--- src/rtl/issue_station.sv ---
// In-order micro-op issue queue between decode and the regfile/ALU.
// Decoded ops are buffered in a DEPTH-entry ring. The oldest unissued op drives
// the regfile read addresses each cycle. Its control fields reach the ALU stage
// one cycle later, aligned with alu_a/alu_b. An op retires only after a clean
// ALU cycle. A flag-write conflict rewinds issue to the oldest unretired op, so
// the failed op and every younger op are replayed in order.
// Ports:
//   clk, rst          clock, synchronous active-high reset
//   flush             drop every queued and in-flight op
//   id_valid/id_ready decode handshake; id_* carry the op fields
//   r_a_addr/r_b_addr/r_pc  read-stage addresses (combinational, 0 when idle)
//   ex_valid, ex_op, alu_d_adr, alu_d_wr, alu_sf_wr  ALU-stage control
//   conflict_sf       regfile reports the ALU flag write was lost this cycle
module issue_station #(
    parameter int unsigned DEPTH = 4,
    parameter int unsigned OPW   = 5
) (
    input  logic           clk,
    input  logic           rst,
    input  logic           flush,
    input  logic           id_valid,
    output logic           id_ready,
    input  logic [OPW-1:0] id_op,
    input  logic [2:0]     id_a,
    input  logic [2:0]     id_b,
    input  logic [2:0]     id_d,
    input  logic           id_dwr,
    input  logic           id_sfwr,
    input  logic [15:0]    id_pc,
    output logic [2:0]     r_a_addr,
    output logic [2:0]     r_b_addr,
    output logic [15:0]    r_pc,
    output logic           ex_valid,
    output logic [OPW-1:0] ex_op,
    output logic [2:0]     alu_d_adr,
    output logic           alu_d_wr,
    output logic           alu_sf_wr,
    input  logic           conflict_sf
);

    localparam int unsigned AW = $clog2(DEPTH);
    localparam int unsigned PW = AW + 1;

    typedef struct packed {
        logic [OPW-1:0] op;
        logic [2:0]     a;
        logic [2:0]     b;
        logic [2:0]     d;
        logic           dwr;
        logic           sfwr;
        logic [15:0]    pc;
    } uop_t;

    uop_t          mem [DEPTH];
    uop_t          iss_e;
    logic [PW-1:0] wr_ptr;
    logic [PW-1:0] iss_ptr;
    logic [PW-1:0] rd_ptr;
    logic [PW-1:0] count;
    logic          full;
    logic          enq;
    logic          can_issue;
    logic          rewind;
    logic          retire;
    logic          fire;
    logic          ex_dwr;
    logic          ex_sfwr;

    // Occupancy from registered pointers; the extra MSB separates full from empty.
    assign count     = wr_ptr - rd_ptr;
    assign full      = (count == PW'(DEPTH));
    assign id_ready  = ~full & ~rst;
    assign enq       = id_valid & id_ready & ~flush;

    assign can_issue = (iss_ptr != wr_ptr);
    assign rewind    = ex_valid & conflict_sf;
    assign retire    = ex_valid & ~conflict_sf;
    assign fire      = can_issue & ~rewind & ~flush;
    assign iss_e     = mem[iss_ptr[AW-1:0]];

    // Read-stage addresses; the regfile samples them at the next edge.
    always_comb begin
        r_a_addr = '0;
        r_b_addr = '0;
        r_pc     = '0;
        if (can_issue) begin
            r_a_addr = iss_e.a;
            r_b_addr = iss_e.b;
            r_pc     = iss_e.pc;
        end
    end

    assign alu_d_wr  = ex_valid & ex_dwr;
    assign alu_sf_wr = ex_valid & ex_sfwr;

    // Ring storage; contents are only meaningful between rd_ptr and wr_ptr.
    always_ff @(posedge clk) begin
        if (enq) begin
            mem[wr_ptr[AW-1:0]] <= '{op: id_op, a: id_a, b: id_b, d: id_d,
                                     dwr: id_dwr, sfwr: id_sfwr, pc: id_pc};
        end
    end

    // Pointers and ALU-stage register.
    always_ff @(posedge clk) begin
        if (rst) begin
            wr_ptr    <= '0;
            iss_ptr   <= '0;
            rd_ptr    <= '0;
            ex_valid  <= 1'b0;
            ex_op     <= '0;
            alu_d_adr <= '0;
            ex_dwr    <= 1'b0;
            ex_sfwr   <= 1'b0;
        end else if (flush) begin
            // Collapse the ring to empty at the write pointer.
            iss_ptr  <= wr_ptr;
            rd_ptr   <= wr_ptr;
            ex_valid <= 1'b0;
        end else begin
            if (enq) begin
                wr_ptr <= wr_ptr + PW'(1);
            end
            // Failed op is the oldest unretired one, so replay restarts at rd_ptr.
            if (rewind) begin
                iss_ptr <= rd_ptr;
            end else if (fire) begin
                iss_ptr <= iss_ptr + PW'(1);
            end
            if (retire) begin
                rd_ptr <= rd_ptr + PW'(1);
            end
            ex_valid <= fire;
            if (fire) begin
                ex_op     <= iss_e.op;
                alu_d_adr <= iss_e.d;
                ex_dwr    <= iss_e.dwr;
                ex_sfwr   <= iss_e.sfwr;
            end
        end
    end

endmodule

--- config.mk ---
export PLATFORM = sky130hd
export DESIGN_NAME = issue_station
export DESIGN_NICKNAME = d
export VERILOG_FILES = /design/src/rtl/issue_station.sv
export SDC_FILE = /design/constraint.sdc
export NUM_CORES = 1
export LEC_CHECK = 0
export CORE_ASPECT_RATIO = 1.25
export CORE_MARGIN = 5
export CORE_UTILIZATION = 59
export CTS_BUF_LIST = sky130_fd_sc_hd__clkbuf_4 sky130_fd_sc_hd__clkbuf_8 sky130_fd_sc_hd__clkbuf_16
export CTS_CLUSTER_SIZE = 12
export DETAILED_ROUTE_END_ITERATION = 7
export PLACE_DENSITY = 0.95
export SETUP_SLACK_MARGIN = 0.1
export SYNTH_ARGS = -nofsm -noshare
export SYNTH_HDL_FRONTEND = slang
export SYNTH_SLANG_ARGS = --single-unit
export TNS_END_PERCENT = 100
--- constraint.sdc ---
create_clock -name clk -period 10.56 [get_ports clk]
set_input_delay 1.584 -clock clk [delete_from_list [all_inputs] [get_ports clk]]
set_output_delay 1.584 -clock clk [all_outputs]
set_load 0.01 [all_outputs]
==> impl_metrics.toml, run 1 <==
[floorplan]
floorplan_die_width_um = 99.3
core_area_um2 = 9710
floorplan.io_pins = 71
design.die.area_um2 = 12100
placement_rows = 40
dieHeight_um = 122
floorplan.initialDensity_pct = 60.6

[grt]
antenna_found_initial = 0
grt_pass1_wl_um = 18700
grtUsageTotal_pct = 21.0
grt_start_max_net_pins = 39
grt_pass1_vias = 3310
grt_overflow_total = 0

[sta]
timing.final.hold_violations = 0
grt_setup_unrepaired = "no"
fmax_mhz = 221
max-slew-margin-rel_pct = 44.9
worst_pin_slew_ns = 0.826
layout_worst_path_cycle_share_pct = 42.8
fin_worst_skew_ns = 0.00680
setup_slack_ns = 6.04
setup_total_negative_slack_ns = 0
timing_max_transition_violations_final = 0
final-setup-viol-count = 0
timing.final.crit_period_ns = 4.52

[placed_design]
hpwlAfterDp_um = 6470
gpl.final_weighted_congestion = 0.782
place_ws_ns = 6.04
postPlaceCellArea_um2 = 6740
numPortBuffers = 70

[synthesis]
synth_seq_area_share_pct = 72.8
netlist_area_um2 = 5890
yosys_warnings = 0
synth_area_per_cell_um2 = 18.3
synthDistinctLibCells = 39
synthDominantAreaCellType = "sky130_fd_sc_hd__edfxtp_1"
post-synth-top-area-fraction_pct = 65.3
synthTopCellsByArea = "sky130_fd_sc_hd__edfxtp_1 65%, sky130_fd_sc_hd__mux4_2 12%, sky130_fd_sc_hd__dfxtp_1 7.5%"
mappedNetlistNets = 367
synthesis.instances = 322
ys_ff_latch = 150

[final_layout]
areaGrowthSynthToFinish_pct = 24.3
n_fill_cell = 517
fin_util_pct = 75.3
share_of_final_layout_standard_cells_stronger_than_drive_strength_1_pct = 18.8
nets = 446
finish.instance_area_um2 = 7320
diode_insertion_count_for_antenna_repair = 0
multi_input_area_um2 = 1520
layout.area.seq_um2 = 4290

[power_and_ir_drop]
vdd.ir_drop.worst_mv = 0.172
p_per_area_nw_per_um2 = 201
power.static_leakage_uw = 0.00238

[hold_path]
hp-class = "reg2reg"
timing.hold.worst.start = "alu_d_adr[0]"

[critical_path]
timing.critical_path.to_type = "output port"
critical_path_required_ns = 8.98
cp_max_fo = 27
crit_path_start = "rst"
worstReg2RegStart = "wr_ptr[0]"
cp_data_arrival_time_ns = 2.94
worstSetupPathType = "in2out"
rrSetupSlack_ns = 8.05
start_kind = "primary input"

[clock_tree]
cts_setup_buffers = 0
clk_root_buffer_cell = "sky130_fd_sc_hd__clkbuf_16"
path_clk_slew_ns = 0.06
num_cts_buffers = 17
level_count_of_the_clock_h_tree = 4
cts_tree = "yes"
latest_clock_arrival_within_the_worst_skew_pair_ns = 0.42
cts_sinks = 150
cts_buffer_depth = 2
postCtsResizedCells = 0
cts_hold_repair.buffers = 0

[drt]
vias_per_cell = 5.84
dr.first_iter.drc_count = 325
ant_nets = 0
dr_total_vias = 3155
routed_wire_per_std_cell_um = 21.5
drt_drc_violations_left = 0
routed_wl_um = 11600
first_pass_iters = 5

[status]
outcome = "complete, no violations"

[flow_run]
max-cap-violations = 0
==> Yosys cell counts <==
cell	number
sky130_fd_sc_hd__o21ai_1	7
sky130_fd_sc_hd__a31o_2	1
sky130_fd_sc_hd__a311oi_1	1
sky130_fd_sc_hd__o21a_1	2
sky130_fd_sc_hd__mux4_2	32
sky130_fd_sc_hd__a31oi_1	2
sky130_fd_sc_hd__o31a_1	1
sky130_fd_sc_hd__xor2_1	4
sky130_fd_sc_hd__buf_4	2
sky130_fd_sc_hd__a21o_1	1
sky130_fd_sc_hd__nor2b_1	25
sky130_fd_sc_hd__nand3_1	1
sky130_fd_sc_hd__o21ai_0	3
sky130_fd_sc_hd__mux2i_1	1
sky130_fd_sc_hd__ha_1	8
sky130_fd_sc_hd__and3_1	2
sky130_fd_sc_hd__a31oi_2	1
sky130_fd_sc_hd__and2_1	2
sky130_fd_sc_hd__inv_1	4
sky130_fd_sc_hd__mux2_1	1
sky130_fd_sc_hd__buf_1	5
sky130_fd_sc_hd__buf_6	1
sky130_fd_sc_hd__nor3b_1	3
sky130_fd_sc_hd__edfxtp_1	128
sky130_fd_sc_hd__nand2b_1	3
sky130_fd_sc_hd__nor3_1	2
sky130_fd_sc_hd__nor2_1	7
sky130_fd_sc_hd__nand2_1	13
sky130_fd_sc_hd__a221o_1	1
sky130_fd_sc_hd__a21oi_1	15
sky130_fd_sc_hd__o31ai_1	1
sky130_fd_sc_hd__xnor2_1	5
sky130_fd_sc_hd__a211oi_1	3
sky130_fd_sc_hd__buf_2	4
sky130_fd_sc_hd__a221oi_1	1
sky130_fd_sc_hd__clkbuf_1	5
sky130_fd_sc_hd__nand3b_1	1
sky130_fd_sc_hd__mux2_4	1
sky130_fd_sc_hd__dfxtp_1	22
==> power by group <==
part	internal, uW	leakage [uW]	switching [uW]	total (uW)
clock network	348	0.000279	234	582
logic	111	0.000767	93.9	205
registers	659	0.00134	21.0	680
total	1120	0.00238	349	1470
==> through the flow <==
step	std cells	hold WS [ns]	power (uW)
finish	540	0.501	1470
detailed placement	508	0.472	894
floorplan	322	0.454	800
CTS	540	0.488	1480
global route	540	0.523	1520
global placement	508	0.471	890
==> worst paths after layout <==
kind / end / cells after the start
hold / removal: alu_d_adr[0] / 2
setup reg to reg: mem[2][17] / 7
hold reg to reg: alu_d_adr[0] / 2
setup / recovery: id_ready / 4
==> area by class of cell <==
cell class	instances	share of cell area [%]
clock inverters	15	2.10
multi-input cells	151	20.8
clock buffers	17	5.81
inverters	4	0.205
repair buffers	77	10.3
well taps	126	2.15
flip-flops and latches	150	58.6
==> metal layers <==
metal  vias to the layer above  global-route usage (%)  wire (um)
met5                         -                       0          0
met4                         0                    8.45        289
met3                        21                    5.10        536
met2                        90                    35.9       6290
met1                      1617                    25.9       4500
li1                       1427                       -          -
==> critical path: stages <==
cell                              delay [ns]
sky130_fd_sc_hd__clkdlybuf4s50_1        0.40
sky130_fd_sc_hd__buf_4                  0.23
sky130_fd_sc_hd__a31oi_1                0.17
sky130_fd_sc_hd__clkdlybuf4s50_1        0.55
==> placed cells by master, fill, tap and decap left out, types with 4 or more instances in the layout <==
cell | synthesis | routed
sky130_fd_sc_hd__edfxtp_1 | 128 | 128
sky130_fd_sc_hd__mux4_2 | 32 | 32
sky130_fd_sc_hd__nor2b_1 | 25 | 25
sky130_fd_sc_hd__inv_1 | 4 | 4
sky130_fd_sc_hd__clkbuf_16 | 0 | 17
sky130_fd_sc_hd__ha_1 | 8 | 8
sky130_fd_sc_hd__clkinv_4 | 0 | 4
sky130_fd_sc_hd__nor2_1 | 7 | 7
sky130_fd_sc_hd__a21oi_1 | 15 | 15
sky130_fd_sc_hd__buf_4 | 2 | 7
sky130_fd_sc_hd__clkdlybuf4s50_1 | 0 | 70
sky130_fd_sc_hd__dfxtp_1 | 22 | 20
sky130_fd_sc_hd__xnor2_1 | 5 | 5
sky130_fd_sc_hd__nand2_1 | 13 | 13
sky130_fd_sc_hd__xor2_1 | 4 | 4
sky130_fd_sc_hd__o21ai_1 | 7 | 7
==> cells by family (layout without fill, tap and decap cells) <==
family	Yosys count	after routing	share of synthesized area (%)
DFF	150	150	72.8
buffers and inverters	21	113	1.68
and+or+nand+nor	59	59	5.44
xor gates and xnor gates	9	9	1.34
adders and majority gates	8	8	1.70
muxes	35	35	12.9
AOI/OAI and AO/OA	40	40	4.21
==> sequential cells by signal, indices dropped and copies added, names as in the netlist, named ones only <==
signal,cells
mem,128
ex_op,5
alu_d_adr,3
iss_ptr,3
rd_ptr,3
wr_ptr,3
ex_dwr,1
ex_sfwr,1
ex_valid,1
Note: power is estimated with default switching activity, not from simulation.
==> run 2, diff against run 1 <==
Settings changed: CORE_UTILIZATION 59 to 55, PLACE_DENSITY 0.95 to 0.9.
Clock period 10.56 ns to 4.3 ns, I/O delays scaled along.
==> run 2 against run 1 <==
  * Clock power rose to 2.5 times the previous value
  * Cell count is 1.1% higher
  * Non-clock buffer count stayed put
  * Largest cell class unchanged
==> impl_metrics.toml, run 2 (synthesis results as in run 1) <==
[floorplan]
core_area_um2 = 10600
placement_rows = 42
floorplan.initialDensity_pct = 55.7
floorplan.io_pins = 71
dieHeight_um = 126
design.die.area_um2 = 12900
floorplan_die_width_um = 103

[clock_tree]
path_clk_slew_ns = 0.06
clk_root_buffer_cell = "sky130_fd_sc_hd__clkbuf_16"
level_count_of_the_clock_h_tree = 4
latest_clock_arrival_within_the_worst_skew_pair_ns = 0.41
cts_tree = "yes"
cts_hold_repair.buffers = 0
postCtsResizedCells = 0
cts_buffer_depth = 2
cts_sinks = 150
num_cts_buffers = 17
cts_setup_buffers = 0

[power_and_ir_drop]
power_frac_comb_pct = 13.8
vdd.ir_drop.worst_mv = 0.429
power.static_leakage_uw = 0.00238
power.share.sequential_pct = 45.8
switching_share_pct = 23.1
net-switching-power_uw = 840
p_per_area_nw_per_um2 = 496
cell_internal_pwr_uw = 2800
power_frac_clock_pct = 40.5

[critical_path]
worstSetupPathType = "reg2out"
cp_max_fo = 14
start_kind = "flop"
timing.critical_path.to_type = "output port"
cp_data_arrival_time_ns = 2.65
critical_path_required_ns = 3.65

[sta]
worst_pin_slew_ns = 0.883
timing_max_transition_violations_final = 0
layout_worst_path_cycle_share_pct = 76.6
setup_total_negative_slack_ns = 0
timing.final.hold_violations = 0
final-setup-viol-count = 0
max-slew-margin-rel_pct = 41.1
fmax_mhz = 304
fin_worst_skew_ns = 0.0106
grt_setup_unrepaired = "no"
timing.final.crit_period_ns = 3.29

[placed_design]
hpwlAfterDp_um = 6720
place_inst = 514
gpl.final_weighted_congestion = 0.784
numPortBuffers = 70

[drt]
drt_drc_violations_left = 0
dr_total_vias = 3116
vias_per_cell = 5.71
ant_nets = 0
routed_wl_um = 11100
routed_wire_per_std_cell_um = 20.3
first_pass_iters = 4
dr.first_iter.drc_count = 216

[grt]
grt_pass1_vias = 3258
grt_overflow_total = 0
antenna_found_initial = 0
grt_pass1_wl_um = 17600
grtUsageTotal_pct = 18.5
grt_start_max_net_pins = 39

[final_layout]
nets = 446
final_common_cell = "sky130_fd_sc_hd__edfxtp_1"
diode_insertion_count_for_antenna_repair = 0
max_ffs_per_register = 128
areaGrowthSynthToFinish_pct = 24.9
layout.cells.most_common_list = "128 x sky130_fd_sc_hd__edfxtp_1, 70 x sky130_fd_sc_hd__clkdlybuf4s50_1, 32 x sky130_fd_sc_hd__mux4_2, 25 x sky130_fd_sc_hd__nor2b_1, 20 x sky130_fd_sc_hd__dfxtp_1"
share_of_final_layout_standard_cells_stronger_than_drive_strength_1_pct = 19.6
post_layout_nonfiller_instances = 546

[flow_run]
max-cap-violations = 0

[hold_path]
hp-class = "reg2reg"

[status]
outcome = "complete, no violations"
-- run 2: worst paths after layout --
kind | startpoint | to | slack [ns] | cells after the start
max reg2reg | wr_ptr[0] | mem[1][17] | 1.88 | 7
min reg2reg | ex_sfwr | ex_sfwr | 0.49 | 2
max | flop | r_a_addr[1] | 1.01 | 4
min | ex_sfwr | ex_sfwr | 0.49 | 2
-- run 2: layout make-up --
cell class / instances / area [um2]
flip-flops and latches: 150 / 4290
fillers: 635 / 3210
multi-input cells: 151 / 1530
repair buffers: 77 / 753
clock buffers: 17 / 425
clock inverters: 15 / 183
well taps: 132 / 165
inverters: 4 / 15.0
-- run 2: power by group through the flow --
stage / clock network, uW / registers, uW / logic (uW)
2_1_floorplan: 0 / 1670 / 295
3_3_place_gp: 0 / 1700 / 489
3_5_place_dp: 0 / 1700 / 502
4_1_cts: 1500 / 1670 / 509
5_1_grt: 1570 / 1670 / 541
6_report: 1480 / 1670 / 501
-- run 2: critical path, stage by stage (launching register included) --
cell	delay, ns
sky130_fd_sc_hd__dfxtp_2	0.65
sky130_fd_sc_hd__buf_4	0.34
sky130_fd_sc_hd__mux4_2	0.54
sky130_fd_sc_hd__nor2b_1	0.16
sky130_fd_sc_hd__clkdlybuf4s50_1	0.55
-- run 2: routing by layer --
| layer | up-vias | share of wire, % | global-route usage (%) |
|---|---|---|---|
| li1 | 1418 | - | - |
| met1 | 1588 | 40 | 23.4 |
| met2 | 89 | 53 | 29.7 |
| met3 | 21 | 4.6 | 5.64 |
| met4 | 0 | 2.9 | 7.88 |
| met5 | - | 0 | 0 |
-- run 2: stage by stage --
| stage | utilization [%] | hold slack (ns) | total power, uW | worst slack (ns) | instance area, um2 |
|---|---|---|---|---|---|
| 2_1_floorplan | - | 0.454 | 1970 | 0.183 | 5890 |
| 3_3_place_gp | 63.9 | 0.469 | 2180 | 1.47 | 6750 |
| 5_1_grt | 69.6 | 0.529 | 3790 | 0.826 | 7350 |
| 3_5_place_dp | 63.9 | 0.477 | 2200 | 1.44 | 6750 |
| 6_report | 69.6 | 0.486 | 3640 | 1.01 | 7350 |
| 4_1_cts | 69.6 | 0.485 | 3680 | 0.933 | 7350 |
